===== src/rtl/bin2bcd_serial.sv =====
// Serial binary-to-BCD converter using shift-and-add-3 (double dabble).
// One input bit is consumed per clock; a result appears WIDTH+1 cycles after start.
module bin2bcd_serial #(
  parameter int unsigned WIDTH  = 16,
  parameter int unsigned DIGITS = 5
) (
  input  logic                  clock,
  input  logic                  reset,
  input  logic                  start,
  input  logic                  signed_mode,
  input  logic [WIDTH-1:0]      bin_in,
  output logic [4*DIGITS-1:0]   bcd_out,
  output logic                  negative,
  output logic                  overflow,
  output logic                  busy,
  output logic                  done
);

  // Scratch is sized for the input width so overflow can be detected for any DIGITS.
  localparam int unsigned SD    = (WIDTH + 2) / 3;
  localparam int unsigned SW    = 4 * SD;
  localparam int unsigned EXT_D = (SD > DIGITS) ? SD : DIGITS;
  localparam int unsigned EW    = 4 * EXT_D;
  localparam int unsigned OW    = 4 * DIGITS;
  localparam int unsigned CW    = $clog2(WIDTH + 1);

  typedef enum logic [1:0] {
    IDLE   = 2'd0,
    SHIFT  = 2'd1,
    FINISH = 2'd2
  } state_t;

  state_t           state;
  logic [WIDTH-1:0] mag_q;
  logic [SW-1:0]    scratch_q;
  logic [CW-1:0]    cnt_q;
  logic             sign_q;

  logic [SW-1:0]    adj_c;
  logic [EW-1:0]    ext_c;
  logic [EW-1:0]    hi_c;
  logic             ovf_c;
  logic             neg_in_c;
  logic [WIDTH-1:0] mag_in_c;

  // Input magnitude and sign; the most negative value maps onto itself as an unsigned magnitude.
  always_comb begin
    neg_in_c = signed_mode & bin_in[WIDTH-1];
    mag_in_c = neg_in_c ? WIDTH'(-bin_in) : bin_in;
  end

  // Add-3 correction of every scratch digit that is 5 or more before the next shift.
  always_comb begin
    adj_c = '0;
    for (int i = 0; i < int'(SD); i++) begin
      if (scratch_q[4*i +: 4] >= 4'd5) begin
        adj_c[4*i +: 4] = scratch_q[4*i +: 4] + 4'd3;
      end else begin
        adj_c[4*i +: 4] = scratch_q[4*i +: 4];
      end
    end
  end

  // Result view: zero-extended scratch, with any digit above the output width flagging overflow.
  always_comb begin
    ext_c = EW'(scratch_q);
    hi_c  = ext_c >> OW;
    ovf_c = |hi_c;
  end

  // Conversion FSM with registered outputs.
  always_ff @(posedge clock or negedge reset) begin
    if (!reset) begin
      state     <= IDLE;
      mag_q     <= '0;
      scratch_q <= '0;
      cnt_q     <= '0;
      sign_q    <= 1'b0;
      bcd_out   <= '0;
      negative  <= 1'b0;
      overflow  <= 1'b0;
      busy      <= 1'b0;
      done      <= 1'b0;
    end else begin
      done <= 1'b0;
      case (state)
        IDLE: begin
          if (start) begin
            mag_q     <= mag_in_c;
            sign_q    <= neg_in_c;
            scratch_q <= '0;
            cnt_q     <= '0;
            busy      <= 1'b1;
            state     <= SHIFT;
          end
        end
        SHIFT: begin
          scratch_q <= SW'({adj_c, mag_q[WIDTH-1]});
          mag_q     <= mag_q << 1;
          cnt_q     <= cnt_q + CW'(1);
          if (cnt_q == CW'(WIDTH - 1)) begin
            state <= FINISH;
          end
        end
        FINISH: begin
          bcd_out  <= ovf_c ? {DIGITS{4'h9}} : ext_c[OW-1:0];
          overflow <= ovf_c;
          negative <= sign_q;
          done     <= 1'b1;
          busy     <= 1'b0;
          state    <= IDLE;
        end
        default: begin
          state <= IDLE;
          busy  <= 1'b0;
        end
      endcase
    end
  end

endmodule

===== config.mk =====
export PLATFORM = sky130hd
export DESIGN_NAME = bin2bcd_serial
export DESIGN_NICKNAME = d
export VERILOG_FILES = /design/src/rtl/bin2bcd_serial.sv
export SDC_FILE = /design/constraint.sdc
export NUM_CORES = 1
export LEC_CHECK = 0
export ABC_CLOCK_PERIOD_IN_PS = 2200
export CAP_MARGIN = 0
export CORE_UTILIZATION = 55
export CTS_CLUSTER_SIZE = 14
export DETAILED_ROUTE_END_ITERATION = 16
export GPL_ROUTABILITY_DRIVEN = 0
export GPL_TIMING_DRIVEN = 0
export MAX_ROUTING_LAYER = met4
export PLACE_DENSITY = 0.75
export SLEW_MARGIN = 20
export SYNTH_ARGS = -nofsm -noshare
export SYNTH_HDL_FRONTEND = slang
export SYNTH_SLANG_ARGS = --single-unit

===== constraint.sdc =====
create_clock -name clock -period 2.2 [get_ports clock]
set_input_delay 0.44 -clock clock [delete_from_list [all_inputs] [get_ports clock]]
set_output_delay 0.44 -clock clock [all_outputs]
set_load 0.01 [all_outputs]

Word level (Yosys, flattened, before mapping)
Cells that the tools add are included.
{ "word_totals": {"register_bits": 72, "out_inout_bits": 24, "input_bits": 20, "wordCells": 58} }
{ "classes": {"n_mux": 20, "magnitude_cmp": 6, "add_sub_neg": 8, "n_bitwise": 2, "n_eq_ne": 5, "n_reduce_logical": 7} }
{ "ops": {"columns": ["op", "n"], "rows": [
  ["one-hot mux 24 bit (2 select lines)", 1],
  ["2-to-1 mux 16 bit", 2],
  ["one-hot mux 16 bit (2 select lines)", 1],
  ["greater-or-equal comparator 4 x 3 -> 1 bit, second input constant", 6],
  ["2-to-1 mux 24 bit", 1],
  ["adder 4 x 2 -> 4 bit, second input constant", 5],
  ["2-to-1 mux 20 bit", 1],
  ["2-to-1 mux 4 bit", 5],
  ["negator 16 bit", 1],
  ["one-hot mux 5 bit (2 select lines)", 1],
  ["AND reduction 2 bit", 4],
  ["adder 5 x 1 -> 5 bit, second input constant", 1],
  ["== test 5 x 4 -> 1 bit, second input constant", 1],
  ["2-to-1 mux 5 bit", 1],
  ["2-to-1 mux 2 bit", 2],
  ["!= test 2 bit, second input constant", 2],
  ["one-hot mux 2 bit (2 select lines)", 1],
  ["OR reduction 4 bit", 1],
  ["adder 3 x 2 -> 3 bit, second input constant", 1],
  ["2-to-1 mux 3 bit", 1],
  ["== test 2 x 1 -> 1 bit, second input constant", 1],
  ["== test 2 bit, second input constant", 1],
  ["zero test 2 bit", 1],
  ["2-to-1 mux 1 bit", 2],
  ["4 further kinds", 4]
]} }

Longest topological paths before layout
{ "logic_depth": {"word_depth": 4, "ltp_mapped": 6, "mapped_depth_nobuf": 6} }

Worst setup path after synthesis
OpenSTA, ideal clock, no wires.
{ "synth_path": {"kind": "input -> register", "from": "input port bin_in[1]", "to": "register mag_q[15]", "stages": 5, "setup_ns": 0.066, "path_slack_ns": 0.274, "required_ns": 2.134, "n_path_buf": 1, "t_arrival_ns": 1.860, "cell_sequence": "or4_1 -> buf_2 -> or3_1 -> o41ai_2 -> a31o_1"} }
{ "synth_via": {"elab_chain_cells": 4} }
{ "synth_rtl": {"columns": ["item", "line", "text"], "rows": [
  ["from (decl)", "11", "input logic [WIDTH-1:0] bin_in,"],
  ["negator 16 bit", "49", "mag_in_c = neg_in_c ? WIDTH'(-bin_in) : bin_in;"],
  ["2-to-1 mux 16 bit", "49", null],
  ["2-to-1 mux 16 bit", "88", "if (start) begin"],
  ["one-hot mux 16 bit (2 select lines)", "86", "case (state)"],
  ["to (signal assigned)", "89", "mag_q <= mag_in_c;"],
  ["to (signal assigned)", "99", "mag_q <= mag_q << 1;"],
  ["to (decl)", "34", "logic [WIDTH-1:0] mag_q;"]
]} }
Every way passes these cells. The select of a mux whose other input is x is not followed.
A chain may end at the register's enable or synchronous reset.

Final worst setup path
Ends and elaborated chain as after synthesis.

==> results by group <==
Placed design
  – HPWL after DPL: ~5.3 mm
  – Placed Cells incl. Taps: roughly 450
  – Count of input and output buffers: 42
  – Pre-CTS WS: -287 ps
  – DP Area: between 0.004 and 0.005 sq mm

Final layout
  – # diodes: 0
  – Filler cells: a little under 500
  – Commonest non-fill, non-tap cell in the layout: dfrtp_1
  – Layout Cells excl Fill: between 400 and 500
  – Layout Nets: ~420
  – Design area: 0.00427 sq mm
  – Most frequent cells in the layout: dfrtp_1, clkdlybuf4s50_1, o21ai_0
  – Synthesis-to-layout area growth: 22.2%
  – Share of layout cells above drive strength 1: about 7.3%

STA
  – RSZ-0062 raised after global routing: true
  – Max Transition Viols Final: 0
  – Setup-failing EPs final: 0
  – Fmax: around 470 MHz
  – Minimum clock period: roughly 2100 ps
  – Setup ws final: approximately 73 ps
  – Least-Margin Pin Slew: between 600 and 700 ps
  – Final Cycle Share: 96.7%
  – Fin. Hold Viols: 0
  – Worst clock skew: 6.68 ps
  – Worst slew margin: 59.2%

Clock network
  – Post-CTS setup buffers: 0
  – H-Tree Depth: 3
  – Gates resized, CTS repair: 0
  – Worst-path clk slew: 80 ps
  – CTS root buffer: clkbuf_8
  – Hold Buf Count CTS: 0
  – CTS sink cnt: 72
  – Clk buf depth: 2
  – Skew-Pair Late Insertion Delay: about 350 ps
  – Num CTS Buffers: 9
  – CTS tree: done

GRT
  – Initial antenna violation count: 0
  – Global Route Usage Sum: a little over a quarter
  – First-pass GRT wire length: around 13 mm
  – Pin count of the biggest net entering global routing: 38
  – GRT Residual Overflow: 0
  – Vias in the first global route: 2592

Power and ir drop
  – PD cells: ~1300 mW/mm^2
  – Peak supply drop: about 0.00091 V
  – Final Power: 5.47 mW
  – Pleak: between 1.5 and 2 nW

Detailed routing
  – Vias after detailed routing: between 2000 and 3000
  – Iter 0 DRT Violations: 153
  – Post-route ant nets: 0
  – 1st-pass router iterations: 4
  – Routed WL: slightly below 8 mm
  – Post-DR wirelength/cell: between 15 and 20 microns
  – Residual DRC: 0
  – Vias/cell: 5.98

Critical path
  – R2r startpoint: ext_c[8]
  – Required time worst endpoint: between 2000 and 2500 ps
  – Reg2reg path depth: 6
  – CP arrival: around 2400 ps
  – Critical path type: in2reg
  – Maximum fanout along the worst path: 6
  – Reg-to-Reg End: ext_c[10]
  – R2r setup slk: 430 ps
  – Worst setup EP type: register
  – Worst setup startpoint: bin_in[1]
  – Critical path launch point type: primary input
  – Termination of the worst setup path: mag_q[15]

Die
  – Cell Rows: 28
  – Chip Height: 81.7 microns
  – Die width: 81.7 microns
  – # IOs: 44
  – Initial core utilization: between 50% and 60%
  – Core ar.: about 0.006 sq mm
  – Die area: approximately 0.0067 sq mm

Synthesis
  – Top FF cell, synth: dfrtp_1
  – Sequential fraction of the synthesis area: between 50% and 60%
  – EDFF count, synth: 0
  – Synth cell types: 39
  – Syn Std Cell Area: around 0.0035 sq mm
  – Async S/R FF share, synth: 100%
  – Yosys Warn Count: 0
  – Register bit total from synthesis: 72
  – Post-Syn Instances: 328
  – Post-synthesis net count: 364
  – Post-synthesis average cell area: 10.7 sq um

Hold path
  – Worst hold path type: in2async

Run status
  – Status: complete, no violations

Run
  – Max-cap check violation count: 0
[final cells by class]
class	instances	area (sq um)	area share [%]
Sequential cell	72	1800	42.2
Clock buffer	11	151	3.55
Inverter	17	63.8	1.49
Tap cell	75	93.8	2.20
Multi-Input combinational cell	220	1570	36.9
Timing Repair Buffer	43	438	10.3
Buffer	18	68.8	1.61
Clock inverter	5	78.8	1.85
[sequential cells by signal, indices dropped and copies added (netlist names)]
| name | count |
|---|---|
| sign_q | 1 |
| negative | 1 |
| ext_c | 24 |
| mag_q | 16 |
| overflow | 1 |
| bcd_out | 20 |
| state | 2 |
| cnt_q | 5 |
| done | 1 |
| busy | 1 |
[critical path, cell delays in order]
cell	delay (ps)
clkdlybuf4s50_1	460
or4_1	520
buf_2	170
or3_1	360
o41ai_2	290
a31o_1	180
[power breakdown]
| group | internal, mW | total (mW) | switching, mW |
|---|---|---|---|
| Clock | 0.698 | 1.20 | 0.498 |
| Combinational | 1.01 | 2.16 | 1.15 |
| Sequential | 1.78 | 2.12 | 0.342 |
| Total | 3.48 | 5.47 | 1.99 |
[synthesized netlist by cell type (8+ instances only)]
| master | count | area, sq um |
|---|---|---|
| a21oi_1 | 17 | 85.1 |
| nand2b_1 | 8 | 50.1 |
| nand2_1 | 17 | 63.8 |
| dfrtp_1 | 72 | 1800 |
| clkbuf_1 | 17 | 63.8 |
| nor2_1 | 14 | 52.6 |
| o22ai_1 | 9 | 56.3 |
| inv_1 | 17 | 63.8 |
| a22o_1 | 11 | 96.3 |
| a22oi_1 | 12 | 90.1 |
| o31ai_1 | 9 | 67.6 |
| xor2_1 | 14 | 123 |
| xnor2_1 | 8 | 70.1 |
| ha_1 | 16 | 200 |
| o21ai_0 | 32 | 160 |
[kinds of logic after synthesis]
kind of cell             after synthesis  share of synthesized area (%)
AO/OA/AOI/OAI                        113                           22.1
flip-flops                            72                           51.6
AND/OR/NAND/NOR                       62                           9.06
buffers and inverters                 36                           3.90
XOR/XNOR                              22                           5.52
adder cells (fa/ha/maj)               16                           5.73
multiplexers                           7                           2.08
[stage by stage]
stage	setup TNS, ps	utilization, %	hold slack, ps
3_5_place_dp	-2180	66.8	429
4_1_cts	0	70.6	55.1
3_3_place_gp	-125320	66.5	463
2_1_floorplan	0	-	144
6_report	0	70.9	41.1
5_1_grt	-77.9	70.9	78.2
[worst min path at each step]
stage / from / to / slack [ps] / cells after the start
floorplan: reset / bcd_out[0] / 140 / 0
global placement: negative / negative / 460 / 2
detailed placement: reset / bcd_out[14] / 430 / 1
CTS: reset / bcd_out[12] / 60 / 1
global route: reset / bcd_out[12] / 80 / 1
finish: reset / bcd_out[14] / 40 / 1
[routing by layer]
metal | track usage (%) | share of wire [%] | vias up
li1 | - | - | 1308
met1 | 34.8 | 46 | 1360
met2 | 41.5 | 47 | 78
met3 | 5.44 | 4.9 | 12
met4 | 8.95 | 1.5 | 0
met5 | - | 0 | -
Power figures use the tool's default switching activity.
